--- src/rtl/wb_stage.sv ---
// ----------------------------------------------------------------------------
// wb_stage -- writeback stage of the RISC-V pipeline, feeding register_file.
//
// Takes one retiring instruction at a time from the MEM stage and picks the
// writeback source: the ALU result, the load data, or PC+4. For a load it
// waits for the data-memory response, then aligns and extends the returned
// word. The register-file write port (wr_en/wr_addr/wr_data) is registered.
// Each retiring instruction produces at most one single-cycle wr_en pulse.
//
// Optional feature: define WB_RETIRE_CNT_EN to add the 64-bit retire_count
// output and its counter. When the macro is undefined, the port and the
// counter are not built.
//
// Ports:
//   clk, rst          rising-edge clock, asynchronous active-high reset
//   mem_valid         MEM stage presents an instruction
//   wb_ready          stage can accept (high only in IDLE)
//   mem_reg_wr        instruction writes rd
//   mem_rd_addr       destination register
//   mem_wb_sel        00 ALU, 01 LOAD, 10 PC+4, 11 ALU
//   mem_alu_result    ALU result
//   mem_pc_plus4      link value
//   mem_load_funct3   load type (LB/LH/LW/LBU/LHU)
//   mem_byte_offset   address[1:0] of the load
//   dmem_rvalid       load data valid, one-cycle pulse
//   dmem_rdata        raw memory word
//   wr_en/wr_addr/wr_data  register_file write port (registered)
//   retire_count      retired-instruction count (WB_RETIRE_CNT_EN only)
//
// Handshake: an instruction is accepted on a rising edge where
// mem_valid && wb_ready. wb_ready is combinational from the state register.
// The MEM stage must hold its payload stable until that edge. dmem_rvalid is
// honoured only in WAIT_LOAD; a pulse seen in IDLE is a stale response and
// is dropped.
//
// The FSM has two states, so wb_ready fully exposes the current state.
// ----------------------------------------------------------------------------
module wb_stage #(
    parameter int DATA_W = 32,
    parameter int ADDR_W = 5
) (
    input  logic              clk,
    input  logic              rst,
    input  logic              mem_valid,
    output logic              wb_ready,
    input  logic              mem_reg_wr,
    input  logic [ADDR_W-1:0] mem_rd_addr,
    input  logic [1:0]        mem_wb_sel,
    input  logic [DATA_W-1:0] mem_alu_result,
    input  logic [DATA_W-1:0] mem_pc_plus4,
    input  logic [2:0]        mem_load_funct3,
    input  logic [1:0]        mem_byte_offset,
    input  logic              dmem_rvalid,
    input  logic [DATA_W-1:0] dmem_rdata,
`ifdef WB_RETIRE_CNT_EN
    output logic [63:0]       retire_count,
`endif
    output logic              wr_en,
    output logic [ADDR_W-1:0] wr_addr,
    output logic [DATA_W-1:0] wr_data
);

    typedef enum logic {
        IDLE      = 1'b0,
        WAIT_LOAD = 1'b1
    } state_t;

    localparam logic [1:0] SEL_LOAD = 2'b01;
    localparam logic [1:0] SEL_PC4  = 2'b10;

    state_t            state_q;
    logic [ADDR_W-1:0] ld_rd_q;
    logic              ld_reg_wr_q;
    logic [2:0]        ld_funct3_q;
    logic [1:0]        ld_offset_q;

    logic [7:0]        ld_byte;
    logic [15:0]       ld_half;
    logic [DATA_W-1:0] load_data_d;
    logic [DATA_W-1:0] direct_data_d;

    assign wb_ready = (state_q == IDLE);

    // Byte lanes are little-endian. For halfwords only offset[1] matters.
    always_comb begin
        ld_byte = 8'h00;
        case (ld_offset_q)
            2'd0:    ld_byte = dmem_rdata[7:0];
            2'd1:    ld_byte = dmem_rdata[15:8];
            2'd2:    ld_byte = dmem_rdata[23:16];
            default: ld_byte = dmem_rdata[31:24];
        endcase
        ld_half = ld_offset_q[1] ? dmem_rdata[31:16] : dmem_rdata[15:0];
    end

    // funct3 encodings that are not LB/LH/LBU/LHU fall back to a full word.
    always_comb begin
        load_data_d = dmem_rdata;
        case (ld_funct3_q)
            3'b000:  load_data_d = {{24{ld_byte[7]}}, ld_byte};
            3'b001:  load_data_d = {{16{ld_half[15]}}, ld_half};
            3'b100:  load_data_d = {24'h000000, ld_byte};
            3'b101:  load_data_d = {16'h0000, ld_half};
            default: load_data_d = dmem_rdata;
        endcase
    end

    // Select 11 aliases the ALU result.
    assign direct_data_d = (mem_wb_sel == SEL_PC4) ? mem_pc_plus4 : mem_alu_result;

    always_ff @(posedge clk or posedge rst) begin
        if (rst) begin
            state_q     <= IDLE;
            wr_en       <= 1'b0;
            wr_addr     <= '0;
            wr_data     <= '0;
            ld_rd_q     <= '0;
            ld_reg_wr_q <= 1'b0;
            ld_funct3_q <= 3'b000;
            ld_offset_q <= 2'b00;
`ifdef WB_RETIRE_CNT_EN
            retire_count <= 64'd0;
`endif
        end else begin
            wr_en <= 1'b0;
            case (state_q)
                IDLE: begin
                    if (mem_valid) begin
                        if (mem_wb_sel == SEL_LOAD) begin
                            ld_rd_q     <= mem_rd_addr;
                            ld_reg_wr_q <= mem_reg_wr;
                            ld_funct3_q <= mem_load_funct3;
                            ld_offset_q <= mem_byte_offset;
                            state_q     <= WAIT_LOAD;
                        end else begin
                            // Writes to x0 are dropped, but the instruction still retires.
                            wr_en   <= mem_reg_wr && (mem_rd_addr != '0);
                            wr_addr <= mem_rd_addr;
                            wr_data <= direct_data_d;
`ifdef WB_RETIRE_CNT_EN
                            retire_count <= retire_count + 64'd1;
`endif
                        end
                    end
                end
                WAIT_LOAD: begin
                    if (dmem_rvalid) begin
                        wr_en   <= ld_reg_wr_q && (ld_rd_q != '0);
                        wr_addr <= ld_rd_q;
                        wr_data <= load_data_d;
                        state_q <= IDLE;
`ifdef WB_RETIRE_CNT_EN
                        retire_count <= retire_count + 64'd1;
`endif
                    end
                end
                default: state_q <= IDLE;
            endcase
        end
    end

endmodule

--- config.mk ---
export PLATFORM = sky130hd
export DESIGN_NAME = wb_stage
export DESIGN_NICKNAME = d
export VERILOG_FILES = /design/src/rtl/wb_stage.sv
export SDC_FILE = /design/constraint.sdc
export NUM_CORES = 1
export LEC_CHECK = 0
export ABC_AREA = 1
export BUFFER_PORTS_ARGS = -buffer_cell sky130_fd_sc_hd__clkbuf_2
export CORE_ASPECT_RATIO = 0.75
export CORE_MARGIN = 4
export CORE_UTILIZATION = 45
export CTS_BUF_LIST = sky130_fd_sc_hd__clkbuf_16
export CTS_CLUSTER_DIAMETER = 30
export DETAILED_ROUTE_END_ITERATION = 6
export PLACE_DENSITY_LB_ADDON = 0.3
export RECOVER_POWER = 25
export SETUP_SLACK_MARGIN = 0.1
export SLEW_MARGIN = 40
export SYNTH_ARGS = -nofsm -noshare
export SYNTH_HDL_FRONTEND = slang
export SYNTH_SLANG_ARGS = --single-unit
--- constraint.sdc ---
create_clock -name clk -period 2.1 [get_ports clk]
set_clock_uncertainty 0.05 [all_clocks]
set_input_delay 0.42 -clock clk [delete_from_list [all_inputs] [get_ports clk]]
set_output_delay 0.42 -clock clk [all_outputs]
set_load 0.03 [all_outputs]
# Word level (Yosys, flattened, before mapping)
# Cells that the tools add are included.
dict set report op_classes {
  n_bitwise 1
  mux 20
  n_reduce_logical 8
  n_eq_ne 10
}
# cell n
set ops {}
lappend ops {{32-bit 2-to-1 mux} 4}
lappend ops {{32-bit case mux with 4 select lines} 1}
lappend ops {{32-bit case mux with 2 select lines} 1}
lappend ops {{8-bit case mux with 3 select lines} 1}
lappend ops {{16-bit 2-to-1 mux} 1}
lappend ops {{5-bit 2-to-1 mux} 3}
lappend ops {{5-bit case mux with 2 select lines} 1}
lappend ops {{5-bit nonzero test} 2}
lappend ops {{3-bit equality test, second input constant} 2}
lappend ops {{1-bit 2-to-1 mux} 6}
lappend ops {{2-bit != test, second input constant} 3}
lappend ops {{3-bit AND reduction} 2}
lappend ops {{2-bit by 1-bit equality test with 1-bit output, second input constant} 2}
lappend ops {{2-bit equality test, second input constant} 2}
lappend ops {{1-bit case mux with 2 select lines} 2}
lappend ops {{3-bit by 1-bit equality test with 1-bit output, second input constant} 1}
lappend ops {{3-bit logical NOT} 1}
lappend ops {{1-bit logical AND} 2}
lappend ops {{2-bit logical NOT} 1}
lappend ops {{1-bit inverter} 1}
dict set report totals {
  elab_cells 47
  reg_bits 50
  output_inout_bits 39
}

# Logic depth before layout (Yosys ltp)
# Gate-level depths: netlist (run 1).
dict set report logic_depth {
  depth_word 5
  mapped_depth 9
  depth_no_buf 8
}

# Least setup slack after synthesis (run 1)
# No wires, ideal clock.
dict set report synth_timing {
  path_kind {reg-to-output}
  from {reg state_q}
  to {out wb_ready}
  required_time_ns 1.630
  n_path_buf 2
  path_slack_ns 0.602
  t_arrival_ns 1.028
  path_stages_with_launch 4
  cell_sequence {dfrtp_1 > buf_6 > inv_2 > clkbuf_1}
}
dict set report synth_via {
  elab_chain_cells 1
}
# item line
set synth_rtl {}
lappend synth_rtl {{start: declaration} 71} ;# state_t state_q;
lappend synth_rtl {{start signal: assignment} 113} ;# state_q <= IDLE;
lappend synth_rtl {{start signal: assignment} 134} ;# state_q <= WAIT_LOAD;
lappend synth_rtl {{start signal: assignment} 151} ;# state_q <= IDLE;
lappend synth_rtl {{1-bit inverter (no line)} -}
lappend synth_rtl {{end: declaration} 45} ;# output logic wb_ready,
# No other way between the ends.

# Worst setup path in the final report (run 1)
# Same ends and word-level chain as after synthesis.

==> key figures, run 1 <==
Synthesis
  • Most used flip-flop cell after synthesis: dfrtp_1
  • Mapped Area: 0.00329 mm2
  • Mean Syn Cell Area: roughly 6.6 um2
  • Library cells used by synthesis: 30
  • Cell accounting for the most synthesized area: dfrtp_1
  • Yosys warning total: 0
  • Gate Count Post-Synth: about 500
  • Syn nets: slightly above 600
  • Sequential-to-total area share from yosys stat: around two fifths
  • Post-synth top area share: 38.1%
  • Largest cells by area after synthesis: dfrtp_1 38%, nand2_1 21%, a21oi_1 5.8%
  • Post-synth EDFFs: 0
  • #FFs+latches synth: 50
  • Share of async-settable or async-resettable flops after synthesis: 100%

Global routing
  • GR Util met3: roughly 5.3%
  • Global-route wire length before repair: 16700 um
  • Pin count of the biggest net entering global routing: 36
  • Vias in the first global route: 3483
  • Grt ovf: 0
  • All-layer global routing usage: between 20% and 30%
  • GR met2 Demand/Resource: a little under 40%
  • Top Usage Layer GRT: met2
  • Met1 usage: approximately 33%
  • Initial antenna violation count: 0

Floorplan
  • I/O pin count: approximately 150
  • Chip width: ~110 um
  • Die area: between 0.008 and 0.009 mm2
  • Placeable Area: approximately 0.0070 mm2
  • Starting Density: 47.2%
  • Die H: about 82 um
  • Row cnt: 26

Setup path
  • Element type at the critical path end: output port
  • Worst Setup Start Kind: flop
  • Critical Setup Path Class: flop to output port
  • Crit path required time: between 1.5 and 2 ns
  • Crit path max fanout: 28
  • CP arrival: 1.43 ns
  • Cells on worst reg2reg path: 7

Route
  • Post-route ant nets: 0
  • Drt first pass iters: 5
  • WL final: roughly 11000 um
  • 1st-iter DRT viols: around 250
  • Vias post-DR: approximately 3800
  • DR DRC count: 0
  • Vias per inst: 5.18
  • Drt wl/cell: 14.5 um

Layout
  • Fraction of layout cells with a size suffix above 1: 30.1%
  • Fill cells: 697
  • Area occupied by multi-input gates: approximately 0.0017 mm2
  • Area delta synth->final: 29.1%
  • Antenna diode count: 0
  • Layout net count: 747
  • Commonest non-fill, non-tap cells in the layout: 185 x nand2_1, 152 x clkbuf_2, 50 x dfrtp_1
  • Design area: between 0.004 and 0.005 mm2
  • Sequential Area: 0.00125 mm2
  • Most common cell after layout, fill and taps aside: nand2_1

STA
  • Final Slew Violations: 0
  • Fmax: 527 MHz
  • Post-route minimum period: approximately 1.9 ns
  • Rel. slew slack: 43.1%
  • Final Hold Viols: 0
  • Setup-failing EPs final: 0
  • Final period utilization: approximately nine tenths
  • Total negative slack: 0 ns
  • Worst Tran Pin Value: between 0.8 and 0.9 ns
  • RSZ-0062 raised after global routing: false

Power
  • Max VDD drop: 0.579 mV
  • Leak pwr: around 2.3 nW
  • Power per cell area: between 800 and 900 mW/mm2
  • Overall power: between 3 and 4 mW

CTS
  • Clock transition at path regs: approximately 0.070 ns
  • Root Driver: clkbuf_16
  • CTS buffer count: 5
  • Clk Latency, worst-skew pair: just under 0.3 ns
  • Post-CTS Setup Bufs: 0
  • CTS max path bufs: 2
  • CTS tree: built
  • H-Tree Depth: 2
  • Total clock sinks: 50

Placed design
  • RePlAce Congestion: 0.924
  • Detail Placement HPWL: ~8000 um
  • I/O Buffers: ~150
  • Dpl cell area: around 0.0041 mm2

Flow run
  • Max Cap Viol: 0

Min path
  • Worst min-delay path class: input pin to async pin

Status
  • Outcome: completed
## kinds of logic (layout without fill, tap and decap cells)
| kind of cell | count (synthesis) | in the layout | share of synthesized area [%] |
|---|---|---|---|
| and+or+nand+nor | 254 | 254 | 31.7 |
| AOI/OAI and AO/OA | 120 | 120 | 19.9 |
| buffers and inverters | 72 | 210 | 10.0 |
| DFF | 50 | 50 | 38.1 |
| muxes | 1 | 1 | 0.343 |
## metrics by stage
step	cells	worst slack (ns)	util, %	hold WS (ns)
floorplan	497	0.429	-	0.404
global placement	725	0.432	58.8	0.412
detailed placement	725	0.391	58.8	0.414
CTS	733	0.208	61.2	0.113
global route	733	0.144	61.0	0.302
finish	733	0.204	61.0	0.234
## worst max-delay path: stages (launching register included)
cell and delay (ns):
dfrtp_1 0.55, inv_4 0.32, clkbuf_2 0.27
## flip-flops by register name, summed over array words and instances (netlist names)
register	count
state_q	1
ld_funct3_q	3
ld_offset_q	2
wr_en	1
ld_reg_wr_q	1
wr_data	32
ld_rd_q	5
wr_addr	5
## synthesized netlist by cell type, types with 2 or more instances
cell type	n
inv_1	33
clkbuf_1	9
o211ai_1	2
nand2_2	3
o21ai_1	19
dfrtp_1	50
buf_6	3
nor2_1	34
o21ai_2	2
a21oi_1	38
o21ai_0	35
a31oi_1	21
nand4_1	2
nand2_4	2
nand2_1	185
buf_2	18
nand3_1	22
inv_2	5
buf_4	3
## per-layer routing
layer | vias to the layer above | wire (um)
met5 | - | 0
met4 | 0 | 110
met3 | 14 | 976
met2 | 196 | 4910
met1 | 1716 | 4610
li1 | 1873 | -
## final timing paths
| kind | from | to | slack (ns) |
|---|---|---|---|
| setup / recovery | state_q | wb_ready | 0.20 |
| hold / removal | rst | wr_data[21] | 0.23 |
| setup reg to reg | state_q | wr_data[15] | 0.36 |
| hold reg to reg | wr_data[26] | wr_data[26] | 0.43 |
| max in group asynchronous | rst | wr_data[11] | 0.52 |
| min in group clk | mem_load_funct3[2] | ld_funct3_q[2] | 0.31 |
## layout make-up
type                       instances  area share [%]
timing repair buffer             163            19.9
multi-input combinational        375            40.3
clock buffer                       5            2.95
clock inverter                     3           0.973
inverter                          39            3.57
sequential                        50            29.5
tap                               98            2.89
## repair_timing
| action | CTS | global route |
|---|---|---|
| endpoints found under the setup margin | 1 | 0 |
| hold buffers | 0 | 0 |
| resized for setup | 1 | 0 |
## where the power goes
group | internal (mW) | switching, mW | total [mW] | leakage (nW)
combinational | 0.454 | 0.979 | 1.43 | 1.68
clock | 0.558 | 0.354 | 0.912 | 0.0812
sequential | 1.17 | 0.176 | 1.35 | 0.588
total | 2.18 | 1.51 | 3.69 | 2.35
(Power assumes the default switching activity.)
==> inputs of run 2 (changes only) <==
Settings changed: GPL_TIMING_DRIVEN set to 0.
==> key figures, run 2 (synthesized netlist as in run 1, its figures left out) <==
Power
  • Power per cell area: 877 mW/mm2 (was 870 mW/mm2)
  • Overall power: 3.80 mW (was 3.69 mW)
  • Int Power: 2.23 mW (was 2.18 mW)
  • Leak pwr: 2.40 nW (was 2.35 nW)
  • P_sw: 1.58 mW (was 1.51 mW)
  • Clock Power Share: 25.0% (was 24.7%)
  • Comb pwr share: 40.5% (was 38.8%)
  • Max VDD drop: 0.364 mV (was 0.579 mV)
  • Switching Fraction: 41.5% (was 40.9%)
  • Sequential share of power: 34.4% (was 36.5%)

Status
  • Outcome: completed (unchanged)

Layout
  • Fraction of layout cells with a size suffix above 1: 31.3% (was 30.1%)
  • Area occupied by multi-input gates: 0.00171 mm2 (about the same)
  • Sequential Area: 0.00125 mm2 (unchanged)
  • Most flop-heavy register: wr_data (unchanged)
  • Largest regs: wr_data (32), ld_rd_q (5), wr_addr (5) (unchanged)
  • Most common cell after layout, fill and taps aside: nand2_1 (unchanged)
  • Layout net count: 768 (was 747)
  • Commonest non-fill, non-tap cells in the layout: 185 x nand2_1, 152 x clkbuf_2, 50 x dfrtp_1 (unchanged)
  • Max reg flops: 32 (unchanged)
  • Antenna diode count: 0 (unchanged)
  • Area delta synth->final: 31.9% (was 29.1%)
  • Fill cells: 687 (was 697)
  • Post-route insts no fill: 754 (was 733)

CTS
  • H-Tree Depth: 2 (unchanged)
  • CTS Hold Buffers Added: 0 (unchanged)
  • CTS buffer count: 5 (unchanged)
  • CTS max path bufs: 2 (unchanged)
  • CTS tree: built (unchanged)
  • Root Driver: clkbuf_16 (unchanged)
  • Clock transition at path regs: 0.07 ns (about the same)
  • Total clock sinks: 50 (unchanged)
  • Clk Latency, worst-skew pair: 0.29 ns (about the same)

STA
  • Post-route minimum period: 1.81 ns (was 1.90 ns)
  • Fin worst setup slack: 0.289 ns (was 0.204 ns)
  • Final Slew Violations: 0 (unchanged)
  • Total negative slack: 0 ns (unchanged)
  • RSZ-0062 raised after global routing: false (unchanged)
  • Setup-failing EPs final: 0 (unchanged)
  • Fmax: 552 MHz (was 527 MHz)
  • Final Hold Viols: 0 (unchanged)
  • Worst Tran Pin Value: 1.11 ns (was 0.853 ns)
  • Final period utilization: 86.2% (was 90.3%)
  • Rel. slew slack: 25.4% (was 43.1%)

Route
  • WL final: 11700 um (was 10600 um)
  • Drt wl/cell: 15.6 um (was 14.5 um)
  • Vias post-DR: 4011 (was 3799)
  • Drt first pass iters: 6 (was 5)
  • Post-route ant nets: 0 (unchanged)
  • Vias per inst: 5.32 (was 5.18)
  • DR DRC count: 0 (unchanged)
  • 1st-iter DRT viols: 370 (was 249)

Setup path
  • Critical Setup Path Class: flop to output port (unchanged)
  • Critical Path Start: state_q (unchanged)
  • Worst Setup Start Kind: flop (unchanged)
  • Crit path required time: 1.63 ns (about the same)
  • R2r startpoint: state_q (unchanged)
  • RR Endpoint: wr_data[15] (unchanged)
  • CP arrival: 1.34 ns (was 1.43 ns)
  • Cell Chain, Critical Path: buf_6 -> inv_2 -> clkbuf_2 (was inv_4 -> clkbuf_2)
  • Crit path max fanout: 17 (was 28)
  • Register-to-register path setup slack: 0.35 ns (was 0.36 ns)
  • Element type at the critical path end: output port (unchanged)
  • Worst path max stage delay: 0.38 ns (was 0.55 ns)
  • Critical path's slowest cell: dfrtp_1 (unchanged)
  • Cells on worst reg2reg path: 6 (was 7)

Global routing
  • Global-route wire length before repair: 18900 um (was 16700 um)
  • Vias in the first global route: 3889 (was 3483)
  • Grt ovf: 0 (unchanged)
  • Initial antenna violation count: 0 (unchanged)
  • Pin count of the biggest net entering global routing: 28 (was 36)
  • All-layer global routing usage: 27.4% (was 23.9%)

Flow run
  • Max Cap Viol: 0 (unchanged)

Placed design
  • RePlAce Congestion: 0.948 (was 0.924)
  • I/O Buffers: 151 (unchanged)
  • Post-place setup slack: 0.228 ns (was 0.391 ns)
  • Inst Count DP: 747 (was 725)
  • Detail Placement HPWL: 9290 um (was 8160 um)

Floorplan
  • Placeable Area: 0.00696 mm2 (unchanged)
  • Die area: 0.00875 mm2 (unchanged)
  • Chip width: 107 um (unchanged)
  • Row cnt: 26 (unchanged)
  • Starting Density: 47.2% (unchanged)
  • Die H: 82.0 um (unchanged)
  • I/O pin count: 152 (unchanged)

Min path
  • Worst min-delay path class: input pin to async pin (unchanged)
## run 2: cell count changes in the layout (fill, tap and decap cells not counted), sizes merged
cell,before,now
buf,11,24
clkbuf,157,165
clkinv,0,1
inv,40,39
## run 2: cell type report
type | count | area share, %
Sequential cell | 50 | 28.9
Timing Repair Buffer | 152 | 17.5
Tap cell | 98 | 2.83
Clock buffer | 5 | 2.89
Buffer | 32 | 4.07
Inverter | 39 | 3.46
Clock inverter | 3 | 1.01
Multi-Input combinational cell | 375 | 39.4
## run 2: repair_timing
action / CTS / global route
setup buffers: 0 / 0
setup endpoints to repair: 1 / 0
resized for setup: 0 / 0
## run 2: critical path: cells and delay by family (launching register included)
family / cells / cell delay (ns)
buffers and inverters: 3 / 0.66
DFF: 1 / 0.38
## run 2: worst max path at each step
stage                           to  depth (start not counted)
floorplan           ld_funct3_q[0]                          1
global placement        wr_data[2]                          2
detailed placement        wb_ready                          4
CTS                       wb_ready                          3
global route           wr_data[11]                          3
finish                    wb_ready                          3
## run 2: stage by stage
stage | util (%) | instance area [um2] | hold slack [ns]
floorplan | - | 3290 | 0.404
detailed placement | 60.2 | 4190 | 0.360
global placement | 59.8 | 4170 | 0.412
finish | 62.3 | 4340 | 0.263
global route | 62.3 | 4340 | 0.329
CTS | 62.5 | 4350 | 0.0467
## run 2: power by group through the flow
stage	registers (mW)	logic, mW	clock network [mW]
after global placement	1.32	1.49	0
after CTS	1.31	1.54	0.956
after detailed placement	1.32	1.53	0
final	1.31	1.54	0.952
after floorplan	1.63	0.701	0
after global routing	1.33	1.70	1.00
## run 2: layer usage
metal  up-vias  global-route usage, %  part of all wire (%)
met1      1835                   37.6                    43
met3        25                   5.26                   8.8
li1       1930                      -                     -
met4         0                   9.58                   1.9
met2       221                   43.5                    46
met5         -                      0                     0
